**config.mk**
```make
export PLATFORM = sky130hd
export DESIGN_NAME = p2p_link_arb
export DESIGN_NICKNAME = d
export VERILOG_FILES = /design/src/rtl/p2p_link_arb.sv
export SDC_FILE = /design/constraint.sdc
export NUM_CORES = 1
export LEC_CHECK = 0
export ABC_CLOCK_PERIOD_IN_PS = 2800
export CAP_MARGIN = 10
export CORE_AREA = 2 2 88 90
export CTS_BUF_LIST = sky130_fd_sc_hd__clkbuf_8
export DETAILED_ROUTE_END_ITERATION = 10
export DIE_AREA = 0 0 90 92
export SYNTH_ARGS = -nofsm -noshare
export SYNTH_HDL_FRONTEND = slang
export SYNTH_SLANG_ARGS = --single-unit
```
**constraint.sdc**
```tcl
create_clock -name clk -period 2.8 [get_ports clk]
set_input_delay 0.28 -clock clk [delete_from_list [all_inputs] [get_ports clk]]
set_output_delay 0.28 -clock clk [all_outputs]
set_load 0.02 [all_outputs]
```
**src/rtl/p2p_link_arb.sv**
```systemverilog
// Four-to-one round-robin link arbiter feeding a small tagged FIFO toward node A.
// Optional build macro LINK_PARITY_EN adds out_parity, stored per entry at push time.
module p2p_link_arb #(
  parameter int WIDTH = 8,
  parameter int DEPTH = 4
) (
  input  logic                     clk,
  input  logic                     rst,
  input  logic [4*WIDTH-1:0]       in_data,
  input  logic [3:0]               in_valid,
  output logic [3:0]               in_ready,
  output logic [WIDTH-1:0]         out_data,
  output logic [1:0]               out_src,
  output logic                     out_valid,
  input  logic                     out_ready,
  output logic [$clog2(DEPTH):0]   count
`ifdef LINK_PARITY_EN
  ,
  output logic                     out_parity
`endif
);

  localparam int AW = $clog2(DEPTH);
  localparam int CW = AW + 1;
`ifdef LINK_PARITY_EN
  localparam int EW = WIDTH + 3;
`else
  localparam int EW = WIDTH + 2;
`endif
  localparam logic [CW-1:0] FULL_CNT = CW'(DEPTH);

  logic [3:0][WIDTH-1:0] lane_data;
  logic [EW-1:0]         mem [DEPTH];
  logic [AW-1:0]         wr_ptr, rd_ptr;
  logic [1:0]            rr, gnt_idx, idx;
  logic                  gnt_any, push, pop;
  logic [EW-1:0]         wr_entry, head;

  genvar g;
  generate
    for (g = 0; g < 4; g++) begin : g_lane
      assign lane_data[g] = in_data[g*WIDTH +: WIDTH];
    end
  endgenerate

  // First requester at or after rr, wrapping naturally in 2 bits.
  always_comb begin
    gnt_any = 1'b0;
    gnt_idx = 2'd0;
    idx     = 2'd0;
    for (int k = 0; k < 4; k++) begin
      idx = rr + 2'(k);
      if (!gnt_any && in_valid[idx]) begin
        gnt_any = 1'b1;
        gnt_idx = idx;
      end
    end
  end

  assign out_valid = (count != '0);
  // Fullness alone blocks a push; a same-cycle pop does not free the slot early.
  assign push      = !rst && gnt_any && (count < FULL_CNT);
  assign pop       = !rst && out_valid && out_ready;
  assign in_ready  = push ? (4'b0001 << gnt_idx) : 4'b0000;

`ifdef LINK_PARITY_EN
  assign wr_entry = {^lane_data[gnt_idx], gnt_idx, lane_data[gnt_idx]};
`else
  assign wr_entry = {gnt_idx, lane_data[gnt_idx]};
`endif

  always_ff @(posedge clk)
    if (push) mem[wr_ptr] <= wr_entry;

  always_ff @(posedge clk) begin
    if (rst) begin
      wr_ptr <= '0;
      rd_ptr <= '0;
      rr     <= 2'd0;
      count  <= '0;
    end else begin
      if (push) begin
        wr_ptr <= wr_ptr + AW'(1);
        rr     <= gnt_idx + 2'd1;
      end
      if (pop) rd_ptr <= rd_ptr + AW'(1);
      case ({push, pop})
        2'b10:   count <= count + CW'(1);
        2'b01:   count <= count - CW'(1);
        default: count <= count;
      endcase
    end
  end

  // Outputs forced to zero while empty so stale entries never leak.
  assign head     = out_valid ? mem[rd_ptr] : '0;
  assign out_data = head[WIDTH-1:0];
  assign out_src  = head[WIDTH +: 2];
`ifdef LINK_PARITY_EN
  assign out_parity = head[WIDTH+2];
`endif

endmodule

```
==> results of run 1 <==
metrics by stage:
step	worst slack, ps	cells	instance area [um2]	hold slack [ps]
2_1_floorplan	757.3	170	2486	349.1
3_3_place_gp	194.6	329	3171	512.9
3_5_place_dp	72.29	329	3171	511.5
4_1_cts	178.6	336	3277	537.2
5_1_grt	28.90	336	3277	579.9
6_report	228.8	336	3277	527.0
power by group:
| part | leakage (uW) | switching (uW) | internal, uW |
|---|---|---|---|
| Clock | 0.0000502 | 235 | 261 |
| Combinational | 0.000668 | 455 | 463 |
| Sequential | 0.000458 | 54.1 | 975 |
cell families (layout without fill, tap and decap cells):
| family | count (synthesis) | after routing | share of synthesized area [%] |
|---|---|---|---|
| XOR/XNOR | 5 | 5 | 1.761 |
| AO/OA/AOI/OAI | 12 | 12 | 3.523 |
| AND/OR/NAND/NOR | 39 | 39 | 8.505 |
| buffers and inverters | 16 | 80 | 3.775 |
| adder cells (fa/ha/maj) | 10 | 10 | 5.335 |
| flip-flops | 51 | 51 | 57.17 |
| multiplexers | 37 | 37 | 19.93 |
placed cells by master (no fill, tap or decap):
cell             synthesis  layout
clkdlybuf4s50_1          0      56
edfxtp_1                40      40
mux2i_1                 27      27
and2_1                  18      18
nor2_1                  12      12
dfxtp_1                 11      11
mux4_2                  10      10
ha_1                     9       9
inv_1                    8       8
buf_4                    0       7
clkbuf_8                 0       5
a21oi_1                  4       4
xor2_1                   4       4
or3_1                    2       2
nand2_1                  2       2
o22ai_1                  2       2
inv_2                    2       2
o21ai_0                  2       2
nand2b_1                 1       1
nor2_4                   1       1
a21oi_2                  1       1
o21ai_2                  1       1
o2bb2a_4                 1       1
nor4_1                   1       1
nor3_1                   1       1
nand3_1                  1       1
a21boi_0                 1       1
xnor2_1                  1       1
fa_1                     1       1
clkinvlp_4               0       1
bufinv_16                0       1
worst max path at each step:
stage | depth (start not counted) | slack, ps | from | to
3_3_place_gp | 10 | 190 | in_valid[3] | count[2]$_SDFFE_PP0P_
2_1_floorplan | 9 | 760 | count[2]$_SDFFE_PP0P_ | count[2]$_SDFFE_PP0P_
4_1_cts | 5 | 180 | in_valid[2] | in_ready[0]
5_1_grt | 5 | 30 | in_valid[2] | in_ready[2]
6_report | 5 | 230 | in_valid[2] | in_ready[0]
3_5_place_dp | 10 | 70 | in_valid[3] | count[2]$_SDFFE_PP0P_
flip-flops by register name (all words and copies together), names as in the netlist, named ones only:
register  flops
wr_ptr        2
mem          40
rd_ptr        2
count         3
rr            2
per-layer routing:
layer  share of wire, %  GRT usage [%]  wire length (um)
met5                  0              0                 0
met4                1.4          3.846                60
met3                5.5          3.040               239
met2                 49          19.11              2157
met1                 44          13.03              1916
final cells by class:
type,instances,area [um2],area share [%]
clock buffer,5,68.82,2.100
clock inverter,2,37.54,1.145
inverter,10,37.54,1.145
multi-input combinational,103,970.9,29.63
sequential,51,1421,43.38
tap,102,127.6,3.895
timing repair buffer,63,613.1,18.71
critical path, stage by stage:
cell and delay (ps):
clkdlybuf4s50_1 550, nor4_1 90, nor3_1 540, and2_1 230
clkdlybuf4s50_1 610
==> reports/qor.csv, run 1 <==
metric,value,unit
Final Hold Fails,0,
Synth top area share,48.31,%
worst r2r dst,count[2]$_SDFFE_PP0P_,
#FFs+latches synth,51,
Routed WL per cell,13.01,um
CTS Buf Count,5,
post-synth top area cell,edfxtp_1,
Sink Count,51,
Area growth syn-to-layout,31.81,%
clock latency on the worst-skew pair,300,ps
hpwl dp,3199,um
Filler cells,708,
Post-Syn Area,2486,um2
CP required,2520,ps
"EDFF count, synth",40,
max-slew violations,0,
cells after synthesis,170,
Main synth FF type,edfxtp_1,
vias in the first global route,1510,
Worst Reg-to-Reg Cells,8,
GRT overflow,0,
hold wc startpoint,rd_ptr[1]$_SDFFE_PP0P_,
Port Buffer Count,56,
Horiz. Die Dim,90,um
Synthesis Warnings,0,
io pins,57,
cell row count,32,
top-count cell post-synth,edfxtp_1,
Worst EP arrival,2290,ps
RSZ-0062 raised after global routing,false,
Core Region,7447,um2
antenna violations before repair,0,
final setup vio count,0,
drt pass-1 iters,4,
Nets,283,
R2R Path Start,count[2]$_SDFFE_PP0P_,
Routability Congestion,0.7803,
final wirelength,4373,um
ratio of cells with drive above 1 in the final layout,12.82,%
fin util,44.00,%
Hold EP,rd_ptr[1]$_SDFFE_PP0P_,
Post-synth top cells,"edfxtp_1, mux2i_1, and2_1",
hold_buf cts,0,
Vias,1481,
pwr dens,745.7,nW/um2
Hold Crit Class,flop to flop,
Fin Setup TNS,0,ps
Die H,92,um
DRC,0,
root buf cell,clkbuf_8,
Final ANT Viol Nets,0,
status,"complete, no violations",
CTS H-tree depth,2,
total power,2444,uW
CP max FO,9,
Leak,0.001177,uW
n_diodes,0,
post-cts repair resize count,0,
first-pass GRT wire length,7141,um
initial core utilization,33.38,%
worst-margin pin slew,683.3,ps
largest net degree at the start of global routing,21,
clk_skew,6.607,ps
maxcap violations,0,
vias per cell,4.408,
Synth area leaders,"edfxtp_1, mux2i_1, mux4_2, dfxtp_1, and2_1",
Hold Path Stages,2,
peak supply drop,0.2437,mV
syn_nets,219,
Setup Crit Path Kind,primary input to output port,
internal reg-to-reg setup slack,630,ps
CP Launch Type,primary input,
die area,8280,um2
"Distinct cells, synth",30,
DRT iter0 DRCs,84,
sequential cell area fraction in the yosys report,57.17,%
Worst-path clk slew,80,ps
crit end category,output port,
mean post-synth cell area,14.62,um2
relative slew slack,54.10,%
"Async S/R FF share, synth",0,%
clk buf depth,2,
CTS tree,done,
postcts setup bufs,0,
Peak Freq,0.3889,GHz
total track usage,10.96,%
fin crit share,91.83,%
fin crit period,2571,ps
(Power assumes the default switching activity.)
==> run 2, diff against run 1 <==
--- a/config.mk
+++ b/config.mk
@@ -5,12 +5,14 @@
 export SDC_FILE = /design/constraint.sdc
 export NUM_CORES = 1
 export LEC_CHECK = 0
+export ABC_AREA = 1
 export ABC_CLOCK_PERIOD_IN_PS = 2800
 export CAP_MARGIN = 10
-export CORE_AREA = 2 2 88 90
+export CORE_AREA = 2 2 79 81
 export CTS_BUF_LIST = sky130_fd_sc_hd__clkbuf_8
 export DETAILED_ROUTE_END_ITERATION = 10
-export DIE_AREA = 0 0 90 92
+export DIE_AREA = 0 0 81 83
+export PLACE_DENSITY = 0.77
 export SYNTH_ARGS = -nofsm -noshare
 export SYNTH_HDL_FRONTEND = slang
 export SYNTH_SLANG_ARGS = --single-unit
==> run 2 against run 1 <==
  * Combinational power increased to 2.8 times the previous value
  * Sequential share of layout area decreased by 5.1 points
  * Via count increased by 60%
  * Core utilization increased by 20 points
  * Synthesized area increased by 16%
  * Global-route usage increased by 7.3 points
  * Highest routed layer unchanged
==> reports/qor.csv, run 2 <==
metric,value,unit
status,"complete, no violations",
DRC,0,
top-count cell post-synth,nor2_1,
Synthesis Warnings,0,
cell row count,28,
largest reg by FF count,mem,
crit end category,output port,
CTS Buf Count,5,
Final ANT Viol Nets,0,
crit-path cells,buf_4 > nand2_2 > nand3_1 > nand2_1 > inv_1 > nand3_4 > nand3_1 > nand2_2 > inv_2 > ha_1 > inv_1 > nor2_1 > dlygate4sd2_1,
"Distinct cells, synth",28,
initial core utilization,49.57,%
crit path max-delay cell type,dfxtp_1,
relative slew slack,67.88,%
largest net degree at the start of global routing,21,
post-synth top area cell,edfxtp_1,
Setup Crit Path Kind,flop to output port,
Port Buffer Count,56,
"EDFF count, synth",40,
Main synth FF type,edfxtp_1,
worst-margin pin slew,481.3,ps
hpwl dp,4417,um
area taken by multi-input logic gates,1186,um2
antenna violations before repair,0,
Area growth syn-to-layout,28.82,%
Routed WL per cell,11.97,um
io pins,57,
#FFs+latches synth,51,
final wirelength,5827,um
Nets,461,
GRT overflow,0,
sequential cell area fraction in the yosys report,49.31,%
Synth area leaders,"edfxtp_1, dfxtp_1, nor2_1, inv_1, nand2_1",
Filler cells,508,
fin crit share,90.11,%
root buf cell,clkbuf_8,
clk buf depth,2,
Peak Freq,0.3963,GHz
vias per cell,4.877,
Fin Setup TNS,0,ps
mean post-synth cell area,8.429,um2
Final Cell Area,3714,um2
CP required,2520,ps
cells after synthesis,342,
Synth top area share,41.67,%
clock latency on the worst-skew pair,290,ps
DRT iter0 DRCs,101,
Routability Congestion,0.8880,
postcts setup bufs,0,
first-pass GRT wire length,9646,um
max reg flops,40,
peak supply drop,0.6949,mV
Top Registers,"mem x40, count x3",
fin util,63.86,%
maxcap violations,0,
internal reg-to-reg setup slack,290,ps
Horiz. Die Dim,81,um
Post-synth top cells,"nor2_1, inv_1, nand2_1",
syn_nets,391,
die area,6723,um2
register area,1423,um2
RSZ-0062 raised after global routing,false,
Leak,0.001642,uW
max-slew violations,0,
worst r2r dst,count[2]$_SDFFE_PP0P_,
max incr delay on CP,380,ps
R2R Path Start,rr[0]$_SDFFE_PP0P_,
hold wc startpoint,rd_ptr[1]$_SDFFE_PP0P_,
vias in the first global route,2235,
Hold Path Stages,2,
drt pass-1 iters,4,
fin crit period,2523,ps
clk_skew,1.970,ps
CP max FO,10,
pwr dens,1197,nW/um2
ratio of cells with drive above 1 in the final layout,12.86,%
placed cell areas,3603,um2
Vias,2375,
Post-Syn Area,2883,um2
"commonest non-fill, non-tap cell in the layout",nor2_1,
total track usage,18.26,%
hold_buf cts,0,
Worst EP arrival,2240,ps
most frequent cells in the layout,"nor2_1, inv_1, clkdlybuf4s50_1",
final setup vio count,0,
CTS H-tree depth,2,
Sink Count,51,
Hold Crit Class,flop to flop,
n_diodes,0,
Final Hold Fails,0,
Worst-path clk slew,80,ps
CTS tree,done,
Die H,83,um
Worst Reg-to-Reg Cells,16,
Core Region,5816,um2
CP Launch Type,flop,
"Async S/R FF share, synth",0,%
==> run 2: cell count changes in the layout (fill, tap and decap cells not counted), sizes merged, moves of 4 or more <==
cell	before	now
a21oi	5	19
and2	18	0
buf	7	17
clkdlybuf4s50	56	52
inv	10	56
mux2i	27	0
mux4	10	0
nand2	2	68
nand3	1	31
nand3b	0	9
nor2	13	56
o21ai	3	28
xor2	4	0
==> run 2: where the power goes <==
group	internal (uW)	total, uW	switching, uW	leakage, uW
logic	966	2570	1600	0.00113
registers	1310	1400	89.7	0.000458
clock network	261	479	218	0.0000502
total	2540	4450	1910	0.00164
==> run 2: worst max-delay path by stage <==
stage / startpoint / endpoint / slack, ps / cells past startpoint
floorplan: rr[0]$_SDFFE_PP0P_ / count[2]$_SDFFE_PP0P_ / 390 / 16
global placement: in_valid[3] / in_ready[3] / 120 / 15
detailed placement: in_valid[3] / in_ready[3] / 60 / 15
CTS: rr[0]$_SDFFE_PP0P_ / in_ready[1] / 20 / 13
global route: rr[0]$_SDFFE_PP0P_ / count[2]$_SDFFE_PP0P_ / 70 / 17
finish: rr[0]$_SDFFE_PP0P_ / in_ready[3] / 280 / 13
==> run 2: stage by stage <==
| stage | total power [uW] | std cells | setup slack, ps | hold slack [ps] |
|---|---|---|---|---|
| floorplan | 3116 | 342 | 392.8 | 349.1 |
| global placement | 3932 | 480 | 121.3 | 450.0 |
| detailed placement | 3999 | 480 | 64.14 | 465.5 |
| CTS | 4477 | 487 | 19.05 | 478.9 |
| global route | 4820 | 487 | 73.13 | 513.5 |
| finish | 4446 | 487 | 276.8 | 479.6 |
==> run 2: cells by family (layout without fill, tap and decap cells) <==
logic type,after synthesis,in the layout,synth area share [%]
simple gates,166,166,28.04
compound gates,48,48,8.507
fa+ha+maj,10,10,4.601
buf+inv,67,137,9.548
flops,51,51,49.31
==> run 2: metal layers <==
metal	up-vias	share of wire (%)	global-route usage, %
li1	1244	-	-
met1	1058	44	22.54
met2	65	50	30.80
met3	8	3.8	3.370
met4	0	1.7	7.704
met5	-	0	0
==> run 2: area by class of cell <==
class / count / area share (%)
sequential: 51 / 38.31
multi-input combinational: 224 / 31.94
timing repair buffer: 73 / 18.60
inverter: 57 / 5.761
tap: 75 / 2.527
clock buffer: 5 / 1.853
clock inverter: 2 / 1.011
==> run 2: worst max-delay path, delay by kind of cell, from the launching register on <==
kind          cells  cell delay (ps)
simple gates      7              640
buf+inv           5              800
fa+ha+maj         1              140
flops             1              380
==> run 2: what timing repair did <==
item	4_1_cts	5_1_grt
setup endpoints to repair	3	2
resized for setup	3	2
gates cloned	0	0
hold endpoints to repair	0	0
